--- config.mk ---
export PLATFORM = sky130hd
export DESIGN_NAME = bootrom_arb
export DESIGN_NICKNAME = d
export VERILOG_FILES = /design/src/rtl/bootrom_arb.sv
export SDC_FILE = /design/constraint.sdc
export NUM_CORES = 1
export LEC_CHECK = 0
export CORE_MARGIN = 2
export CORE_UTILIZATION = 30
export DETAILED_ROUTE_END_ITERATION = 6
export MAX_ROUTING_LAYER = met4
export SLEW_MARGIN = 25
export SYNTH_ARGS = -nofsm -noshare
export SYNTH_HDL_FRONTEND = slang
export SYNTH_SLANG_ARGS = --single-unit
--- constraint.sdc ---
create_clock -name clk -period 2.1 [get_ports clk]
set_clock_uncertainty 0.1 [all_clocks]
set_input_delay 0.21 -clock clk [delete_from_list [all_inputs] [get_ports clk]]
set_output_delay 0.21 -clock clk [all_outputs]
set_load 0.005 [all_outputs]
--- src/rtl/bootrom_arb.sv ---
// Two-port arbiter and strobe sequencer for the 8x16 boot ROM (M0 = CPU read, M1 = host read/write).
// Define BOOTROM_ARB_RR_EN for round-robin arbitration; otherwise M1 has fixed priority over M0.
module bootrom_arb #(
  parameter int          DW    = 16,
  parameter int          AW    = 3,
  parameter int unsigned WADDR = 7
) (
  input  logic          clk,
  input  logic          rst,
  input  logic          m0_req,
  input  logic [AW-1:0] m0_addr,
  output logic          m0_ack,
  output logic [DW-1:0] m0_rdata,
  input  logic          m1_req,
  input  logic          m1_we,
  input  logic [AW-1:0] m1_addr,
  input  logic [DW-1:0] m1_wdata,
  output logic          m1_ack,
  output logic          m1_err,
  output logic [DW-1:0] m1_rdata,
  output logic          rom_cs,
  output logic          rom_we,
  output logic [AW-1:0] rom_addr,
  output logic [DW-1:0] rom_din,
  input  logic [DW-1:0] rom_dout
);

  typedef enum logic [1:0] {IDLE, SETUP, ACCESS, RESP} state_t;

  state_t        state_q, state_d;
  logic          sel_q, sel_d;
  logic          wr_q, wr_d;
  logic          m0_ack_q, m0_ack_d;
  logic [DW-1:0] m0_rdata_q, m0_rdata_d;
  logic          m1_ack_q, m1_ack_d;
  logic          m1_err_q, m1_err_d;
  logic [DW-1:0] m1_rdata_q, m1_rdata_d;
  logic          rom_cs_q, rom_cs_d;
  logic          rom_we_q, rom_we_d;
  logic [AW-1:0] rom_addr_q, rom_addr_d;
  logic [DW-1:0] rom_din_q, rom_din_d;
  logic          grant;
  logic          wr_err;

`ifdef BOOTROM_ARB_RR_EN
  logic ptr_q, ptr_d;

  // Pointer names the preferred port; it moves to the other port after every ack.
  always_comb begin
    ptr_d = ptr_q;
    if (state_q == RESP) ptr_d = ~sel_q;
  end

  always_ff @(posedge clk or posedge rst) begin
    if (rst) ptr_q <= 1'b0;
    else     ptr_q <= ptr_d;
  end

  assign grant = (m0_req && m1_req) ? ptr_q : m1_req;
`else
  assign grant = m1_req;
`endif

  // Writes outside the boot-vector word are refused without touching the ROM.
  assign wr_err = grant && m1_we && (m1_addr != AW'(WADDR));

  always_comb begin
    state_d    = state_q;
    sel_d      = sel_q;
    wr_d       = wr_q;
    m0_ack_d   = 1'b0;
    m0_rdata_d = m0_rdata_q;
    m1_ack_d   = 1'b0;
    m1_err_d   = 1'b0;
    m1_rdata_d = m1_rdata_q;
    rom_cs_d   = 1'b0;
    rom_we_d   = 1'b0;
    rom_addr_d = rom_addr_q;
    rom_din_d  = rom_din_q;
    case (state_q)
      IDLE: begin
        if (m0_req || m1_req) begin
          sel_d = grant;
          if (wr_err) begin
            wr_d     = 1'b1;
            m1_ack_d = 1'b1;
            m1_err_d = 1'b1;
            state_d  = RESP;
          end else begin
            wr_d       = grant && m1_we;
            rom_addr_d = grant ? m1_addr : m0_addr;
            if (grant) rom_din_d = m1_wdata;
            rom_cs_d   = 1'b1;
            state_d    = SETUP;
          end
        end
      end
      SETUP: begin
        // Address and data have been stable for a full cycle before we rises.
        rom_cs_d = 1'b1;
        rom_we_d = wr_q;
        state_d  = ACCESS;
      end
      ACCESS: begin
        if (sel_q) m1_ack_d = 1'b1;
        else       m0_ack_d = 1'b1;
        if (!wr_q) begin
          if (sel_q) m1_rdata_d = rom_dout;
          else       m0_rdata_d = rom_dout;
        end
        state_d = RESP;
      end
      RESP: state_d = IDLE;
      default: state_d = IDLE;
    endcase
  end

  always_ff @(posedge clk or posedge rst) begin
    if (rst) begin
      state_q    <= IDLE;
      sel_q      <= 1'b0;
      wr_q       <= 1'b0;
      m0_ack_q   <= 1'b0;
      m0_rdata_q <= '0;
      m1_ack_q   <= 1'b0;
      m1_err_q   <= 1'b0;
      m1_rdata_q <= '0;
      rom_cs_q   <= 1'b0;
      rom_we_q   <= 1'b0;
      rom_addr_q <= '0;
      rom_din_q  <= '0;
    end else begin
      state_q    <= state_d;
      sel_q      <= sel_d;
      wr_q       <= wr_d;
      m0_ack_q   <= m0_ack_d;
      m0_rdata_q <= m0_rdata_d;
      m1_ack_q   <= m1_ack_d;
      m1_err_q   <= m1_err_d;
      m1_rdata_q <= m1_rdata_d;
      rom_cs_q   <= rom_cs_d;
      rom_we_q   <= rom_we_d;
      rom_addr_q <= rom_addr_d;
      rom_din_q  <= rom_din_d;
    end
  end

  assign m0_ack   = m0_ack_q;
  assign m0_rdata = m0_rdata_q;
  assign m1_ack   = m1_ack_q;
  assign m1_err   = m1_err_q;
  assign m1_rdata = m1_rdata_q;
  assign rom_cs   = rom_cs_q;
  assign rom_we   = rom_we_q;
  assign rom_addr = rom_addr_q;
  assign rom_din  = rom_din_q;

endmodule

# --- After elaboration in Yosys (flattened, before gate mapping) ---
# Cells that the tools add are included.
classes:
  n_bitwise: 3
  reduce_logical: 9
  shift: 0
  add_sub_neg: 0
  n_div: 0
  eq_ne: 5
  n_mul: 0
  n_mux: 16
  magnitude_cmp: 0
op_table:
  columns: ["op", "count"]
  rows:
  - ["two-way mux 1 bit", 10]
  - ["AND reduction 3 bit", 3]
  - ["case mux 2 bit (4 select lines)", 1]
  - ["== test 2 bit, second input constant", 2]
  - ["two-way mux 2 bit", 2]
  - ["case mux 1 bit (2 select lines)", 2]
  - ["AND reduction 4 bit", 1]
  - ["two-way mux 3 bit", 1]
  - ["!= test 3 bit, second input constant", 1]
  - ["inverter 1 bit", 3]
  - ["== test 2 x 1 -> 1 bit, second input constant", 1]
  - ["logical AND 1 bit", 2]
  - ["zero test 2 bit", 1]
  - ["!= test 2 bit, second input constant", 1]
  - ["AND reduction 2 bit", 1]
  - ["logical OR 1 bit", 1]
totals:
  latch_bits: 0
  memories: 0
  regBits: 60
  romBits: 0
  inputBits: 43
  wordCells: 45
  out_inout_bits: 56
  ramBits: 0

# --- Longest topological paths before layout ---
# Gate-level depths: netlist of run 1.
logic_depth:
  word_depth: 5
  ltp_mapped: 7
  ltp_nobuf: 5

# --- Least setup slack after synthesis of run 1 ---
# Ideal clock, no wire load.
synth_timing:
  path_kind: "register to register"
  startpoint: "register state_q[0]"
  endpoint: "register rom_din_q[0] (netlist: rom_din[0])"
  arrival_time_ps: 1516
  n_path_buf: 2
  stages_incl_launch_ff: 8
  setup_slack_ps: 359
  required_ps: 1875
  synth_period_minus_slack_ps: 1741
  setup_time_ps: 125
  path_cell_list: "dfrtp_1 -> inv_1 -> ha_1 -> buf_4 -> nand2_1 -> a21oi_4 -> buf_6 -> mux2_2"
synth_via:
  elab_chain_len: 2
synth_lines:
  columns: ["element", "line", "rtl"]
  rows:
  - ["from (decl)", "30", "state_t state_q, state_d;"]
  - ["from (signal assigned)", "133", "state_q <= state_d;"]
  - ["zero test 2 bit", "80", "case (state_q)"]
  - ["AND reduction 4 bit (no source line)", null, null]
  - ["to (signal assigned)", "144", "rom_din_q <= rom_din_d;"]
  - ["to (decl)", "41", "logic [DW-1:0] rom_din_q, rom_din_d;"]
# No other way between the ends.
# A chain may end at the register's enable or synchronous reset.

# --- Final worst setup path of run 1 ---
layout_timing:
  startpoint: "register state_q[0]"
  endpoint: "register m0_rdata_q[8] (netlist: m0_rdata[8])"
layout_via:
  elab_chain_len: 2
layout_lines:
  columns: ["element", "line", "rtl"]
  rows:
  - ["== test 2 bit", "80", null]
  - ["AND reduction 3 bit (no source line)", null, null]
  - ["to (signal assigned)", "137", "m0_rdata_q <= m0_rdata_d;"]
  - ["to (decl)", "34", "logic [DW-1:0] m0_rdata_q, m0_rdata_d;"]
# No other way between the ends.

==> results of run 1 <==
-- power groups by stage --
stage	clock (W)	combinational (W)	sequential [W]
CTS	0.00134	0.00245	0.00205
detailed placement	0	0.00244	0.00206
global placement	0	0.00241	0.00205
floorplan	0	0.00107	0.00208
global route	0.00140	0.00260	0.00212
finish	0.00129	0.00239	0.00204
-- layout by cell type, fill, tap and decap left out --
| master | n |
|---|---|
| mux2_1 | 1 |
| clkdlybuf4s50_1 | 98 |
| o21ai_1 | 1 |
| a21oi_4 | 1 |
| buf_4 | 2 |
| nand3_1 | 2 |
| inv_2 | 1 |
| mux2_2 | 43 |
| clkbuf_1 | 1 |
| dfrtp_1 | 60 |
| clkbuf_8 | 11 |
| nor2b_4 | 1 |
| or2_2 | 1 |
| and2_1 | 2 |
| a32o_1 | 1 |
| nor2_1 | 3 |
| bufinv_16 | 3 |
| nand2_1 | 5 |
| inv_1 | 2 |
| ha_1 | 3 |
| mux2_4 | 10 |
| a31oi_1 | 3 |
| buf_12 | 3 |
| and3_1 | 1 |
| nand3b_2 | 1 |
| clkinv_2 | 1 |
| nor2b_2 | 1 |
| a22o_2 | 1 |
-- sequential cells by signal (all words and copies together), names as in the netlist --
register  flops
wr_q          1
rom_cs        1
sel_q         1
rom_addr      3
m1_ack        1
m0_rdata     16
m0_ack        1
rom_din      16
m1_rdata     16
rom_we        1
m1_err        1
state_q       2
-- final timing paths --
kind                             start     endpoint  slack, ns  cells past startpoint
setup / recovery            state_q[0]  m0_rdata[8]       0.27                      6
hold / removal                     rst   rom_din[5]       0.15                      3
setup reg to reg            state_q[0]  m0_rdata[8]       0.27                      6
hold reg to reg             rom_din[4]   rom_din[4]       0.40                      1
max in group asynchronous          rst   rom_din[2]       1.46                      3
min in group clk           m1_wdata[0]   rom_din[0]       0.39                      2
-- cell families after synthesis --
group                    share of synthesized area, %
AO/OA/AOI/OAI                                   2.478
AND/OR/NAND/NOR                                 4.079
buffers and inverters                           3.304
adder cells (fa/ha/maj)                         1.549
multiplexers                                    26.64
flip-flops                                      61.95
-- through the flow --
step | total power, W | cells | area [µm²]
floorplan | 0.003149 | 150 | 2424
detailed placement | 0.004504 | 349 | 3538
global route | 0.006117 | 365 | 3789
finish | 0.005718 | 365 | 3789
global placement | 0.004460 | 349 | 3538
CTS | 0.005831 | 365 | 3789
-- area by class of cell --
class	instances	area [µm²]
timing repair buffer	103	1056
fill	741	3979
clock inverter	4	95.09
inverter	3	11.26
clock buffer	12	155.1
tap	102	127.6
sequential	60	1501
multi-input combinational	81	842.1
-- metal layers --
layer | vias up | global-route usage [%] | wire, µm
li1 | 743 | - | -
met1 | 804 | 15.76 | 2252
met2 | 51 | 20.12 | 2526
met3 | 7 | 3.451 | 227
met4 | 0 | 6.884 | 94
met5 | - | - | 0
-- worst max-delay path, cell delays in order, from the launching register on --
cell and delay (ns):
dfrtp_1 0.38, inv_1 0.10, ha_1 0.23, nor2b_2 0.17, nor2b_4 0.22, buf_12 0.18, mux2_2 0.34
==> results.sh, run 1 <==
export IMPL_run_status="finished clean"
export IMPL_synth_edf_count=0
export IMPL_relSlewSlack_pct=65.62
export IMPL_p_clk_share_pct=22.5
export IMPL_ys_flop_type="dfrtp_1"
export IMPL_pre_cts_slack_ns=0.1613
export IMPL_dieHeight_um=93.88
export IMPL_hold_buffers=0
export IMPL_cts_buffer_depth=2
export IMPL_drv_cap=0
export IMPL_p_int_w=0.004279
export IMPL_clock_sinks=60
export IMPL_synth_warnings=0
export IMPL_hold_viol_final=0
export IMPL_vias=1605
export IMPL_p_per_area_nw_per_um2=1509
export IMPL_leakage_nw=1.603
export IMPL_root_buffer="clkbuf_8"
export IMPL_die_w_um=93.88
export IMPL_rows=32
export IMPL_io_buffer_count=98
export IMPL_arrival_ns=1.94
export IMPL_start_util_pct=31.20
export IMPL_cts_tree="yes"
export IMPL_drive_gt1_share_pct=30.42
export IMPL_critPathRequiredTime_ns=2.21
export IMPL_vias_per_cell=4.397
export IMPL_track_usage_pct=13.07
export IMPL_drtIter0Drc=19
export IMPL_hpwl_um=3604
export IMPL_syn_inst=150
export IMPL_syn_area_um2=2424
export IMPL_syn_to_final_growth_pct=56.32
export IMPL_synth_top_area_share_pct=61.95
export IMPL_wirelength_um=5100
export IMPL_ys_async_sr_fraction_pct=100.0
export IMPL_first_pass_iters=3
export IMPL_finalSetupViolCount=0
export IMPL_netSwitchingFraction_pct=25.17
export IMPL_grt_pass1_wl_um=8493
export IMPL_switchingPower_w=0.001439
export IMPL_numCtsBuffers=9
export IMPL_synth_seq_cells=60
export IMPL_ys_seq_area_share_pct=61.95
export IMPL_netlist_top_cell_by_area="dfrtp_1"
export IMPL_slew_viol_final=0
export IMPL_wire_per_inst_um=13.97
export IMPL_grt_ovfl_total=0
export IMPL_synth_area_leaders="dfrtp_1 62%, mux2_2 20%, mux2_4 6.2%"
export IMPL_cts_clk_slew_worst_paths_ns=0.07
export IMPL_antenna_found_initial=0
export IMPL_layout_setup_ws_ns=0.2724
export IMPL_htree_levels=3
export IMPL_p_comb_share_pct=41.8
export IMPL_drc_errors=0
export IMPL_tightest_slew_ns=0.5129
export IMPL_synth_cell_types=23
export IMPL_cp_end_kind="flip-flop"
export IMPL_gp_congestion=0.7031
export IMPL_fin_nets=304
export IMPL_grt_max_degree=61
export IMPL_cts_resized=0
export IMPL_die_area_um2=8813
export IMPL_cp_start_kind="flip-flop"
export IMPL_hp_class="input pin to asynchronous set/reset pin"
export IMPL_postCtsSetupRepairBufs=0
export IMPL_grt_pass1_vias=1704
export IMPL_detail_route_antenna_nets=0
export IMPL_synthTopCellsByCount="60 x dfrtp_1, 43 x mux2_2, 10 x mux2_4"
export IMPL_clk_latency_ns=0.32
export IMPL_yosysMostFrequentCell="dfrtp_1"
export IMPL_post_route_util_pct=48.78
export IMPL_fin_crit_ns=1.828
export IMPL_hold_slack_ns=0.1456
export IMPL_syn_nets=196
export IMPL_post_synth_cell_area_avg_um2=16.16
export IMPL_rsz0062_at_grt="no"
export IMPL_path_class="flip-flop to flip-flop"
export IMPL_max_freq_mhz=547.2
export IMPL_antennaDiodeCount=0
export IMPL_io_pins=99
export IMPL_cp_max_fo=13
export IMPL_p_seq_share_pct=35.7
export IMPL_coreArea_um2=7767
export IMPL_post_route_period_util_pct=87.03
export IMPL_finalSetupTns_ns=0
export IMPL_peakVddDrop_v=0.0005928
(Power assumes the default switching activity.)
==> run 2: changes to the inputs <==
- CORE_MARGIN: 2 -> 10
- clock period: 2.1 -> 1.6 ns (I/O delays scaled with it)
==> results.sh, run 2 (synthesized netlist as in run 1, its figures left out) <==
export IMPL_detail_route_antenna_nets=0
export IMPL_max_freq_mhz=588.2
export IMPL_rsz0062_at_grt="yes"
export IMPL_syn_to_final_growth_pct=72.48
export IMPL_p_clk_share_pct=16.6
export IMPL_io_pins=99
export IMPL_layout_common_cells="98 x clkdlybuf4s50_1, 60 x dfrtp_1, 41 x mux2_4"
export IMPL_tightest_slew_ns=0.4015
export IMPL_finalSetupTns_ns=-2.491
export IMPL_post_route_period_util_pct=106.3
export IMPL_netSwitchingFraction_pct=27.42
export IMPL_stdcell_area_um2=4180
export IMPL_coreArea_um2=7807
export IMPL_cp_end_kind="flip-flop"
export IMPL_max_stage_delay_ns=0.40
export IMPL_p_seq_share_pct=33.2
export IMPL_grt_max_degree=27
export IMPL_hold_viol_final=0
export IMPL_rows=32
export IMPL_cp_max_fo=8
export IMPL_fin_nets=326
export IMPL_layout_setup_ws_ns=-0.1001
export IMPL_leakage_nw=1.856
export IMPL_startpoint="state_q[0]"
export IMPL_cts_buffer_depth=2
export IMPL_cts_tree="yes"
export IMPL_cts_clk_slew_worst_paths_ns=0.07
export IMPL_cp_start_kind="flip-flop"
export IMPL_drv_cap=0
export IMPL_numCtsBuffers=9
export IMPL_vias=1696
export IMPL_grt_pass1_vias=1769
export IMPL_slew_viol_final=0
export IMPL_run_status="finished, violations left"
export IMPL_layout_commonest_cell="clkdlybuf4s50_1"
export IMPL_hold_slack_ns=0.07447
export IMPL_critPathRequiredTime_ns=1.72
export IMPL_wire_per_inst_um=17.01
export IMPL_wirelength_um=6583
export IMPL_grt_pass1_wl_um=9252
export IMPL_clock_sinks=60
export IMPL_clk_latency_ns=0.34
export IMPL_hpwl_um=4606
export IMPL_grt_ovfl_total=0
export IMPL_fillerInstances=695
export IMPL_drc_errors=0
export IMPL_drive_gt1_share_pct=38.60
export IMPL_track_usage_pct=10.33
export IMPL_finalSetupViolCount=38
export IMPL_antenna_found_initial=0
export IMPL_relSlewSlack_pct=73.18
export IMPL_r2r_cells=6
export IMPL_postPlaceCellArea_um2=3674
export IMPL_vias_per_cell=4.382
export IMPL_arrival_ns=1.82
export IMPL_die_area_um2=12070
export IMPL_path_class="flip-flop to flip-flop"
export IMPL_root_buffer="clkbuf_8"
export IMPL_start_util_pct=31.04
export IMPL_hold_buffers=0
export IMPL_r2r_start="state_q[0]"
export IMPL_violations="setup timing"
export IMPL_crit_chain="inv_2 > ha_4 > nand2_4 > a21oi_4 > clkbuf_16 > mux2_2"
export IMPL_htree_levels=3
export IMPL_p_per_area_nw_per_um2=1961
export IMPL_first_pass_iters=4
export IMPL_p_int_w=0.005951
export IMPL_p_comb_share_pct=50.3
export IMPL_antennaDiodeCount=0
export IMPL_switchingPower_w=0.002248
export IMPL_die_w_um=109.9
export IMPL_slowest_stage="dfrtp_1"
export IMPL_hp_class="input pin to asynchronous set/reset pin"
export IMPL_io_buffer_count=98
export IMPL_peakVddDrop_v=0.001076
export IMPL_drtIter0Drc=22
export IMPL_dieHeight_um=109.9
export IMPL_gp_congestion=0.7039
export IMPL_fin_crit_ns=1.700
## run 2: changes by cell type in the layout (fill, tap and decap cells not counted), sizes merged
cell / before / now
buf: 5 / 25
clkinvlp: 0 / 3
bufinv: 3 / 1
clkinv: 1 / 3
inv: 3 / 2
## run 2: what timing repair did
action,CTS,global route
resized for setup,12,36
pin swaps,1,1
setup buffers,3,4
gates cloned,0,2
endpoints found under the setup margin,35,51
## run 2: metrics by stage
step | power [W] | utilization [%] | cells | worst slack (ns)
6_report | 0.008199 | 53.54 | 387 | -0.1001
5_1_grt | 0.008685 | 53.54 | 387 | -0.1652
3_5_place_dp | 0.006161 | 47.05 | 362 | -0.1936
3_3_place_gp | 0.006100 | 47.05 | 362 | -0.1660
4_1_cts | 0.007751 | 50.72 | 381 | -0.08607
2_1_floorplan | 0.004159 | - | 150 | -0.09862
## run 2: cell type report
class | count | area (µm²) | area share, %
Clock buffer | 10 | 137.6 | 3.292
Sequential cell | 60 | 1501 | 35.92
Timing Repair Buffer | 125 | 1304 | 31.19
Inverter | 3 | 15.01 | 0.3592
Multi-Input combinational cell | 81 | 1031 | 24.66
Tap cell | 102 | 127.6 | 3.053
Clock inverter | 6 | 63.81 | 1.526
## run 2: routing by layer
metal / up-vias / global-route usage [%] / wire length [µm]
li1: 794 / - / -
met4: 0 / 4.182 / 71
met3: 9 / 3.745 / 500
met5: - / - / 0
met2: 56 / 16.72 / 3239
met1: 837 / 11.31 / 2771
## run 2: critical path, delay by kind of cell, from the launching register on
family,cells,cell delay [ns]
buffers and inverters,2,0.31
AOI/OAI and AO/OA,1,0.21
and+or+nand+nor,1,0.06
DFF,1,0.40
adders and majority gates,1,0.18
muxes,1,0.32
## run 2: worst paths after layout
| path | endpoint | slack, ns |
|---|---|---|
| setup / recovery | rom_din[14] | -0.10 |
| max in group asynchronous | m1_rdata[3] | 0.88 |
| hold / removal | rom_din[2] | 0.07 |
| hold reg to reg | rom_din[7] | 0.39 |
| min in group clk | rom_din[7] | 0.32 |
| setup reg to reg | rom_din[14] | -0.10 |
## run 2: power by group through the flow
stage          logic, W  clock network, W  registers [W]
2_1_floorplan   0.00142                 0        0.00273
3_3_place_gp    0.00341                 0        0.00269
3_5_place_dp    0.00345                 0        0.00271
4_1_cts         0.00365           0.00141        0.00269
5_1_grt         0.00439           0.00147        0.00282
6_report        0.00412           0.00136        0.00272
==> run 3: changes to the inputs <==
- CORE_MARGIN: 10 -> 8
==> results.sh, run 3 (synthesized netlist as in run 1, its figures left out) <==
export IMPL_run_status="finished, violations left"
export IMPL_violations="setup timing"
export IMPL_critPathRequiredTime_ns=1.71
export IMPL_hold_viol_final=0
export IMPL_grt_ovfl_total=0
export IMPL_rows=32
export IMPL_stdcell_area_um2=3995
export IMPL_vias_per_cell=4.356
export IMPL_final_cell_count_no_fill=379
export IMPL_coreArea_um2=7767
export IMPL_relSlewSlack_pct=70.63
export IMPL_track_usage_pct=11.02
export IMPL_wire_per_inst_um=15.73
export IMPL_max_freq_mhz=602.5
export IMPL_clock_sinks=60
export IMPL_slew_viol_final=0
export IMPL_placed_cells=362
export IMPL_clk_latency_ns=0.32
export IMPL_root_buffer="clkbuf_8"
export IMPL_grt_pass1_wl_um=9432
export IMPL_rsz0062_at_grt="yes"
export IMPL_drive_gt1_share_pct=37.18
export IMPL_start_util_pct=31.20
export IMPL_hpwl_um=4336
export IMPL_antenna_found_initial=0
export IMPL_arrival_ns=1.77
export IMPL_antennaDiodeCount=0
export IMPL_die_area_um2=11210
export IMPL_drv_cap=0
export IMPL_max_stage_delay_ns=0.39
export IMPL_layout_common_cells="98 x clkdlybuf4s50_1, 59 x dfrtp_1, 36 x mux2_2"
export IMPL_layout_setup_ws_ns=-0.05971
export IMPL_cts_clk_slew_worst_paths_ns=0.07
export IMPL_leakage_nw=1.713
export IMPL_fin_nets=320
export IMPL_die_w_um=105.9
export IMPL_syn_to_final_growth_pct=64.84
export IMPL_peakVddDrop_v=0.0007983
export IMPL_cp_end_kind="flip-flop"
export IMPL_numCtsBuffers=9
export IMPL_grt_max_degree=22
export IMPL_cp_start_kind="flip-flop"
export IMPL_gp_congestion=0.6890
export IMPL_io_buffer_count=98
export IMPL_layout_commonest_cell="clkdlybuf4s50_1"
export IMPL_drc_errors=0
export IMPL_first_pass_iters=4
export IMPL_cp_max_fo=16
export IMPL_fin_crit_ns=1.660
export IMPL_slowest_stage="dfrtp_1"
export IMPL_finalSetupViolCount=32
export IMPL_path_class="flip-flop to flip-flop"
export IMPL_io_pins=99
export IMPL_cts_tree="yes"
export IMPL_crit_chain="inv_2 > ha_2 > nand2_2 > a21oi_4 > buf_12 > mux2_2"
export IMPL_htree_levels=3
export IMPL_hold_slack_ns=0.08363
export IMPL_p_per_area_nw_per_um2=1935
export IMPL_dieHeight_um=105.9
export IMPL_cts_buffer_depth=2
export IMPL_grt_pass1_vias=1805
export IMPL_vias=1651
export IMPL_tightest_slew_ns=0.4396
export IMPL_postPlaceCellArea_um2=3674
export IMPL_post_route_period_util_pct=103.7
export IMPL_drtIter0Drc=20
export IMPL_wirelength_um=5962
export IMPL_detail_route_antenna_nets=0
export IMPL_hp_class="input pin to asynchronous set/reset pin"
run 3: cell count changes in the layout (fill, tap and decap cells not counted), moves of 2 or more:
cell and delta:
clkinvlp_4 -2, clkinv_2 -2, mux2_4 -24, buf_6 -5, clkbuf_8 +3, mux2_2 +24
run 3: per-layer routing:
| metal | part of all wire (%) | GRT usage [%] | vias to the layer above | wire (µm) |
|---|---|---|---|---|
| li1 | - | - | 769 | - |
| met1 | 45 | 13.48 | 818 | 2692 |
| met2 | 48 | 16.04 | 54 | 2843 |
| met3 | 5.0 | 2.801 | 10 | 296 |
| met4 | 2.2 | 6.633 | 0 | 129 |
| met5 | 0 | - | - | 0 |
run 3: final cells by class:
type / count / area [µm²]
fill: 696 / 3772
tap: 102 / 127.6
multi-input combinational: 81 / 918.4
sequential: 60 / 1503
timing repair buffer: 119 / 1222
inverter: 3 / 15.01
clock inverter: 1 / 30.03
clock buffer: 13 / 178.9
run 3: final timing paths:
| check | start | depth (start not counted) | slack [ns] | end |
|---|---|---|---|---|
| max | state_q[0] | 6 | -0.06 | rom_din[6] |
| min | rst | 2 | 0.08 | rom_din[15] |
| max in group asynchronous | rst | 3 | 0.85 | rom_addr[1] |
| min in group clk | m1_wdata[7] | 2 | 0.34 | rom_din[7] |
| max reg2reg | state_q[0] | 6 | -0.06 | rom_din[6] |
| min reg2reg | rom_din[7] | 1 | 0.40 | rom_din[7] |
run 3: timing repair:
action                                 4_1_cts  5_1_grt
hold buffers                                 0        0
resized for setup                            9        8
endpoints found under the hold margin        0        0
buffers inserted                             0        2
pin swaps                                    0        0
cloned                                       0        1
setup endpoints to repair                   49       51
run 3: per-stage QoR:
step	TNS, ns	total power, W	utilization (%)	setup slack, ns
2_1_floorplan	-1.941	0.004159	-	-0.09862
3_3_place_gp	-4.352	0.006090	47.29	-0.2019
3_5_place_dp	-4.981	0.006149	47.29	-0.2182
4_1_cts	-1.768	0.007717	50.50	-0.07706
5_1_grt	-3.230	0.008232	51.43	-0.1232
6_report	-1.285	0.007729	51.43	-0.05971
run 3: worst max-delay path: cells and delay by family (launching register included):
| kind | cells | cell delay [ns] |
|---|---|---|
| AO/OA/AOI/OAI | 1 | 0.14 |
| flip-flops | 1 | 0.39 |
| multiplexers | 1 | 0.34 |
| buffers and inverters | 2 | 0.27 |
| adder cells (fa/ha/maj) | 1 | 0.22 |
| AND/OR/NAND/NOR | 1 | 0.08 |
run 3: report_power, final:
group | internal [W] | leakage (nW) | switching (W) | total (W)
logic | 0.00254 | 0.889 | 0.00106 | 0.00360
clock network | 0.000873 | 0.108 | 0.000552 | 0.00142
registers | 0.00229 | 0.716 | 0.000423 | 0.00271
total | 0.00570 | 1.71 | 0.00203 | 0.00773
